===== src/rtl/rr_arb_mux_pkg.sv =====
// Shared constants and helpers for the round-robin arbitrating mux.
// Holds the pointer width function and idle data mode constants.
package rr_arb_mux_pkg;

  localparam int unsigned HOLD_ZERO = 0;
  localparam int unsigned HOLD_KEEP = 1;

  // Pointer needs at least one bit even for tiny N.
  function automatic int unsigned ptr_w(input int unsigned n);
    return (n <= 2) ? 1 : $clog2(n);
  endfunction

endpackage


===== src/rtl/rr_arb_mux_pick.sv =====
// Combinational round-robin picker: first request at or above ptr,
// wrapping to channel 0; returns one-hot grant and binary index.
module rr_pick
  import rr_arb_mux_pkg::*;
#(
  parameter int unsigned N  = 6,
  parameter int unsigned PW = ptr_w(N)
) (
  input  logic [N-1:0]  req,
  input  logic [PW-1:0] ptr,
  output logic [N-1:0]  gnt,
  output logic [PW-1:0] idx
);

  logic [N-1:0]  gnt_hi;
  logic [N-1:0]  gnt_lo;
  logic [PW-1:0] idx_hi;
  logic [PW-1:0] idx_lo;
  logic          hit_hi;
  logic          hit_lo;

  // Two ascending scans: the upper window wins over the wrapped one.
  always_comb begin
    gnt_hi = '0;
    gnt_lo = '0;
    idx_hi = '0;
    idx_lo = '0;
    hit_hi = 1'b0;
    hit_lo = 1'b0;
    for (int i = 0; i < int'(N); i++) begin
      if (req[i] && !hit_hi && (i >= int'(ptr))) begin
        hit_hi    = 1'b1;
        gnt_hi[i] = 1'b1;
        idx_hi    = PW'(i);
      end
      if (req[i] && !hit_lo) begin
        hit_lo    = 1'b1;
        gnt_lo[i] = 1'b1;
        idx_lo    = PW'(i);
      end
    end
  end

  assign gnt = hit_hi ? gnt_hi : gnt_lo;
  assign idx = hit_hi ? idx_hi : idx_lo;

endmodule


===== src/rtl/rr_arb_mux.sv =====
// Round-robin arbiter feeding a single registered output slot.
// Reloads in the same cycle it drains, so throughput is one word/cycle.
module rr_arb_mux
  import rr_arb_mux_pkg::*;
#(
  parameter int unsigned K         = 4,
  parameter int unsigned N         = 6,
  parameter int unsigned HOLD_LAST = HOLD_ZERO
) (
  input  logic           clk,
  input  logic           rst,
  input  logic [N-1:0]   in_valid,
  input  logic [N*K-1:0] in_data,
  output logic [N-1:0]   in_ready,
  output logic           out_valid,
  output logic [K-1:0]   out_data,
  output logic [N-1:0]   out_sel,
  input  logic           out_ready
);

  localparam int unsigned PW = ptr_w(N);

  logic [PW-1:0] ptr;
  logic [PW-1:0] nxt_ptr;
  logic [N-1:0]  gnt;
  logic [PW-1:0] idx;
  logic [K-1:0]  mux_data;
  logic          load_en;
  logic          xfer;

  rr_pick #(
    .N  (N),
    .PW (PW)
  ) u_pick (
    .req (in_valid),
    .ptr (ptr),
    .gnt (gnt),
    .idx (idx)
  );

  assign load_en  = !out_valid || out_ready;
  assign in_ready = (load_en && !rst) ? gnt : '0;
  assign xfer     = |in_ready;
  assign nxt_ptr  = (idx == PW'(N-1)) ? '0 : idx + PW'(1);

  // AND-OR select keeps the data path flat.
  always_comb begin
    mux_data = '0;
    for (int i = 0; i < int'(N); i++) begin
      mux_data = mux_data | (in_data[i*K +: K] & {K{gnt[i]}});
    end
  end

  always_ff @(posedge clk) begin
    if (rst) begin
      out_valid <= 1'b0;
      out_data  <= '0;
      out_sel   <= '0;
      ptr       <= '0;
    end else if (xfer) begin
      out_valid <= 1'b1;
      out_data  <= mux_data;
      out_sel   <= gnt;
      ptr       <= nxt_ptr;
    end else if (out_valid && out_ready) begin
      out_valid <= 1'b0;
      out_sel   <= '0;
      if (HOLD_LAST != HOLD_KEEP) begin
        out_data <= '0;
      end
    end
  end

endmodule


===== config.mk =====
export PLATFORM = sky130hd
export DESIGN_NAME = rr_arb_mux
export DESIGN_NICKNAME = d
export VERILOG_FILES = /design/src/rtl/rr_arb_mux_pkg.sv /design/src/rtl/rr_arb_mux_pick.sv /design/src/rtl/rr_arb_mux.sv
export SDC_FILE = /design/constraint.sdc
export NUM_CORES = 1
export LEC_CHECK = 0
export BUFFER_PORTS_ARGS = -buffer_cell sky130_fd_sc_hd__buf_2
export CAP_MARGIN = 20
export CORE_UTILIZATION = 25
export CTS_BUF_LIST = sky130_fd_sc_hd__clkbuf_8
export DETAILED_ROUTE_END_ITERATION = 7
export GPL_TIMING_DRIVEN = 0
export MAX_ROUTING_LAYER = met4
export PLACE_DENSITY = 0.57
export SYNTH_ARGS = -nofsm -noshare
export SYNTH_HDL_FRONTEND = slang
export SYNTH_SLANG_ARGS = --single-unit

===== constraint.sdc =====
create_clock -name clk -period 3.1 [get_ports clk]
set_input_delay 0.31 -clock clk [delete_from_list [all_inputs] [get_ports clk]]
set_output_delay 0.31 -clock clk [all_outputs]
set_load 0.02 [all_outputs]

Yosys cells after proc, flatten, opt, wreduce, memory -nomap -nowiden
Index checks and enable logic that the tools add are counted.
{"block": "word_totals", "in_bits": 33, "reg_bits": 14, "out_inout_bits": 17}
{"block": "classes", "addsub": 1, "n_lt_le_gt_ge": 6, "n_reduce_logical": 33, "muxes": 41, "n_eq_ne": 1, "n_bitwise": 11}
{"operator": "1-bit 2-to-1 mux", "count": 25}
{"operator": "4-bit bitwise AND", "count": 6}
{"operator": "6-bit 2-to-1 mux", "count": 4}
{"operator": "4-bit OR", "count": 5}
{"operator": "1-bit logical AND", "count": 18}
{"operator": "3-bit 2-to-1 mux", "count": 6}
{"operator": "1-bit zero test", "count": 12}
{"operator": "2-bit 2-to-1 mux", "count": 4}
{"operator": "4-bit 2-to-1 mux", "count": 2}
{"operator": "1-bit by 3-bit >= comparator with 1-bit output (first input constant)", "count": 2}
{"operator": "2-bit by 3-bit >= comparator with 1-bit output (first input constant)", "count": 2}
{"operator": "3-bit >= comparator (first input constant)", "count": 2}
{"operator": "6-bit OR reduction", "count": 1}
{"operator": "3-bit by 1-bit adder with 3-bit output (second input constant)", "count": 1}
{"operator": "3-bit equality test (second input constant)", "count": 1}
{"operator": "2-bit nonzero test", "count": 1}
{"operator": "1-bit logical OR", "count": 1}

Depth between registers and ports, before layout
{"block": "depth", "ltp_word": 31, "ltp_mapped": 8, "depth_no_buf": 6}

Modules after synthesis
Synthesis repeated with hierarchy kept, for this count alone.
{"block": "unflattened", "cells_unflattened": 135, "hier_area_um2": 1094.8}
{"module": "rr_arb_mux", "area_each_um2": 730.7, "cells_per_inst": 83, "instances": 1}
{"module": "rr_pick", "area_each_um2": 364.1, "cells_per_inst": 52, "instances": 1}

Worst setup path after synthesis
No wires, ideal clock.
{"block": "synth_path", "kind": "reg2out", "start": "register ptr[2]", "end": "output in_ready[0]", "path_slack_ns": 1.130, "arrival_time_ns": 1.660, "stages_incl_launch_ff": 7, "t_required_ns": 2.790, "path_cell_list": "dfxtp_1 > and2b_1 > a21o_1 > o32ai_1 > nand2_1 > buf_2 > nor2_1"}
{"block": "synth_via", "elab_chain_cells": 25}
{"element": "from (decl)", "line_no": "rr_arb_mux.sv:23", "text": "logic [PW-1:0] ptr;"}
{"element": "from (signal assigned)", "line_no": "rr_arb_mux.sv:64", "text": "ptr <= nxt_ptr;"}
{"element": "1-bit by 3-bit >= comparator with 1-bit output", "line_no": "rr_arb_mux_pick.sv:31", "text": "if (req[i] && !hit_hi && (i >= int'(ptr))) begin"}
{"element": "1-bit logical AND", "line_no": "rr_arb_mux_pick.sv:31"}
{"element": "1-bit 2-to-1 mux", "line_no": "rr_arb_mux_pick.sv:31"}
{"element": "1-bit zero test", "line_no": "rr_arb_mux_pick.sv:31"}
{"element": "1-bit logical AND (2 in series)", "line_no": "rr_arb_mux_pick.sv:31"}
{"element": "1-bit 2-to-1 mux", "line_no": "rr_arb_mux_pick.sv:31"}
{"element": "1-bit zero test", "line_no": "rr_arb_mux_pick.sv:31"}
{"element": "1-bit logical AND (2 in series)", "line_no": "rr_arb_mux_pick.sv:31"}
{"element": "[5 not listed]"}
{"element": "1-bit zero test", "line_no": "rr_arb_mux_pick.sv:31"}
{"element": "1-bit logical AND (2 in series)", "line_no": "rr_arb_mux_pick.sv:31"}
{"element": "1-bit 2-to-1 mux", "line_no": "rr_arb_mux_pick.sv:31"}
{"element": "1-bit zero test", "line_no": "rr_arb_mux_pick.sv:31"}
{"element": "1-bit logical AND (2 in series)", "line_no": "rr_arb_mux_pick.sv:31"}
{"element": "1-bit 2-to-1 mux", "line_no": "rr_arb_mux_pick.sv:31"}
{"element": "6-bit 2-to-1 mux *", "line_no": "rr_arb_mux_pick.sv:44", "text": "assign gnt = hit_hi ? gnt_hi : gnt_lo;"}
{"element": "6-bit 2-to-1 mux *", "line_no": "rr_arb_mux.sv:42", "text": "assign in_ready = (load_en && !rst) ? gnt : '0;"}
{"element": "to (decl)", "line_no": "rr_arb_mux.sv:14", "text": "output logic [N-1:0] in_ready,"}
Mark *: on every way between the ends. The rest lies on a longest branch, timed or not.

Worst setup path after layout
Ends and elaborated chain as after synthesis.

==> flow_metrics.py <==
metrics = {
    "logic_synthesis": {
        "synth_top_area_share_pct": 22.9,
        "synth-async-reset-ratio_pct": 0,
        "syn_inst": 156,
        "ys.flop_type": "dfxtp_1",
        "synth_area_leaders": "dfxtp_1 23%, nand2_1 5.5%, o32ai_1 4.3%, a31oi_1 4.1%, nor2_1 4.0%",
        "yosys-top-cells-count": "18 x nand2_1, 14 x dfxtp_1, 13 x nor2_1",
        "yosys.cell_count.top_type": "nand2_1",
        "synth_edf_count": 0,
        "syn_avg_cell_area_um2": 7.85,
        "yosysTopAreaCell": "dfxtp_1",
        "seq_area_frac_synth_pct": 22.9,
        "syn-num-nets": 189,
        "ys_types": 52,
        "ys_ff_latch": 14,
        "syn_area_mm2": 0.00122,
        "ys_warn_count": 0,
    },
    "sta": {
        "rsz0062_at_grt": "no",
        "fin_setup_tns_ps": 0,
        "tightest_slew_ps": 770,
        "slew_headroom_pct": 48.6,
        "slew_violations": 0,
        "finClkSkew_ps": 1.76,
        "fin_crit_sh_pct": 79.4,
        "min_period_ps": 2460,
        "finalHoldViolCount": 0,
        "timing.fmax_mhz": 406,
        "setup_violations": 0,
    },
    "clock_tree": {
        "cts_tree": "built",
        "cts_resized": 0,
        "cts_buffers": 3,
        "cts.sinks": 14,
        "cts_buffer_depth": 2,
        "cts_setup_buffers": 0,
        "htree_levels": 1,
        "path_clk_slew_ps": 60,
        "ctsHoldBuffers": 0,
        "clk_latency_ps": 250,
        "cts_root_buf": "clkbuf_8",
    },
    "worst_setup_path": {
        "slowest_delay_ps": 430,
        "regToRegSetupSlack_ps": 690,
        "critPathSlowestCell": "dfxtp_1",
        "timing.rr.start": "ptr[2]",
        "cp.arrival_ps": 2150,
        "reg2reg_to": "out_data[1]",
        "setup.worst_path.start_class": "flop",
        "worstPathMaxFanout": 10,
        "critPathKind": "flop to output port",
        "worstPathRequired_ps": 2790,
        "crit_path_cell_trace": "and2b_1, a21o_1, o32ai_1, nand2_1, buf_2, nor2_1, buf_2",
        "cp-end-kind": "output port",
        "reg2reg_depth": 7,
        "cp_common_cell": "buf_2",
    },
    "detailed_routing": {
        "drcViolationCount": 1,
        "viasPerCell": 5.44,
        "antenna_left": 0,
        "wirelength_mm": 4.21,
        "drt_iter0_drc": 118,
        "dr.pass1.iters": 6,
        "vias": 1502,
        "routedWlPerCell_um": 15.2,
    },
    "floorplanning": {
        "coreArea_mm2": 0.00472,
        "die_x_um": 72.0,
        "rows": 25,
        "die_area_mm2": 0.00518,
        "start_util_pct": 25.9,
        "die_h_um": 72.0,
        "io_pins": 50,
    },
    "final_layout": {
        "drive_above_1_share_pct": 34.0,
        "diodes": 0,
        "layout.nets": 243,
        "final_util_pct": 34.1,
        "area_growth_syn_to_layout_pct": 31.4,
    },
    "placed_design": {
        "gp_congestion": 0.876,
        "dp_hpwl_mm": 3.10,
        "port_buffers": 49,
    },
    "grt": {
        "grt_pass1_vias": 1380,
        "antenna_found_initial": 0,
        "grt_max_degree": 11,
        "grt_pass1_wl_mm": 6.76,
        "grt.overflow.total": 0,
        "grt_util_all_layers_pct": 17.2,
    },
    "run_status": {
        "status": "finished with violations",
        "violations": "DRC",
    },
    "pwr": {
        "power-per-cell-area_mw_per_mm2": 745,
        "p_leak_nw": 0.681,
        "ir_drop_mv": 0.229,
    },
    "min_path": {
        "worstHoldPathCells": 2,
        "hold_path.class": "primary input to flop",
        "hold_path_end": "out_data[1]",
        "hp-start": "rst",
    },
    "run": {
        "cap_violations": 0,
    },
}
==> critical path: cells and delay by family (launching register included) <==
kind / cells / cell delay [ps]
and+or+nand+nor: 3 / 520
DFF: 1 / 430
buffers and inverters: 2 / 380
AOI/OAI and AO/OA: 2 / 580
==> area by class of cell <==
class / instances / area (um^2)
Clock buffer: 4 / 55.1
Buffer: 9 / 60.1
Sequential cell: 14 / 280
Fill cell: 511 / 3110
Multi-Input combinational cell: 128 / 866
Inverter: 5 / 18.8
Tap cell: 67 / 83.8
Timing Repair Buffer: 49 / 245
==> worst max-delay path by stage <==
stage                   to         from  cells after the start  slack [ps]
2_1_floorplan  in_ready[0]       ptr[2]                      6        1130
3_3_place_gp   out_data[1]  in_valid[0]                      7         750
3_5_place_dp   out_data[1]       ptr[2]                      7         730
4_1_cts        in_ready[0]       ptr[2]                      7         640
5_1_grt        in_ready[0]       ptr[2]                      7         440
6_report       in_ready[0]       ptr[2]                      7         640
==> where the power goes <==
part	switching (mW)	total, mW	internal, mW
clock network	0.0697	0.182	0.113
logic	0.459	0.744	0.285
registers	0.0367	0.273	0.236
==> registers in the layout, summed over array words and instances, names as in the netlist <==
register and flops:
out_sel 6, ptr 3, out_data 4, out_valid 1
==> logic make-up (layout without fill, tap and decap cells) <==
| group | after synthesis | in the layout | synth area share [%] |
|---|---|---|---|
| compound gates | 62 | 62 | 41.8 |
| buf+inv | 14 | 67 | 6.43 |
| flops | 14 | 14 | 22.9 |
| simple gates | 66 | 66 | 28.9 |
==> metrics by stage <==
| stage | instances | setup slack [ps] | hold WS [ps] | power (mW) | area (um^2) |
|---|---|---|---|---|---|
| after detailed placement | 272 | 735 | 465 | 1.01 | 1550 |
| after floorplan | 156 | 1130 | 431 | 0.805 | 1220 |
| after CTS | 276 | 635 | 357 | 1.20 | 1610 |
| after global placement | 272 | 746 | 458 | 1.01 | 1550 |
| after global routing | 276 | 443 | 365 | 1.28 | 1610 |
| final | 276 | 637 | 352 | 1.20 | 1610 |
==> layer usage <==
layer / GRT usage, % / vias to the layer above / routed length, um
met3: 2.78 / 0 / 241
met1: 21.8 / 713 / 1870
met2: 28.5 / 64 / 2100
met5: - / - / 0
li1: - / 725 / -
met4: 4.14 / 0 / 0
==> placed cells by master (no fill, tap or decap), types with 3 or more instances in the layout <==
master,Yosys,layout
clkbuf_8,0,4
nand2_1,18,18
and3_1,4,4
buf_2,3,52
o32ai_1,6,6
a2111oi_0,5,5
a21boi_0,6,6
nand3_1,3,3
dfxtp_1,14,14
a221o_1,4,4
a21oi_1,6,6
nor2b_1,3,3
a22o_1,4,4
nor2_1,13,13
nand2b_1,4,4
nand4_1,6,6
a31oi_1,8,8
o22ai_1,3,3
inv_1,5,5
(Power assumes the default switching activity.)
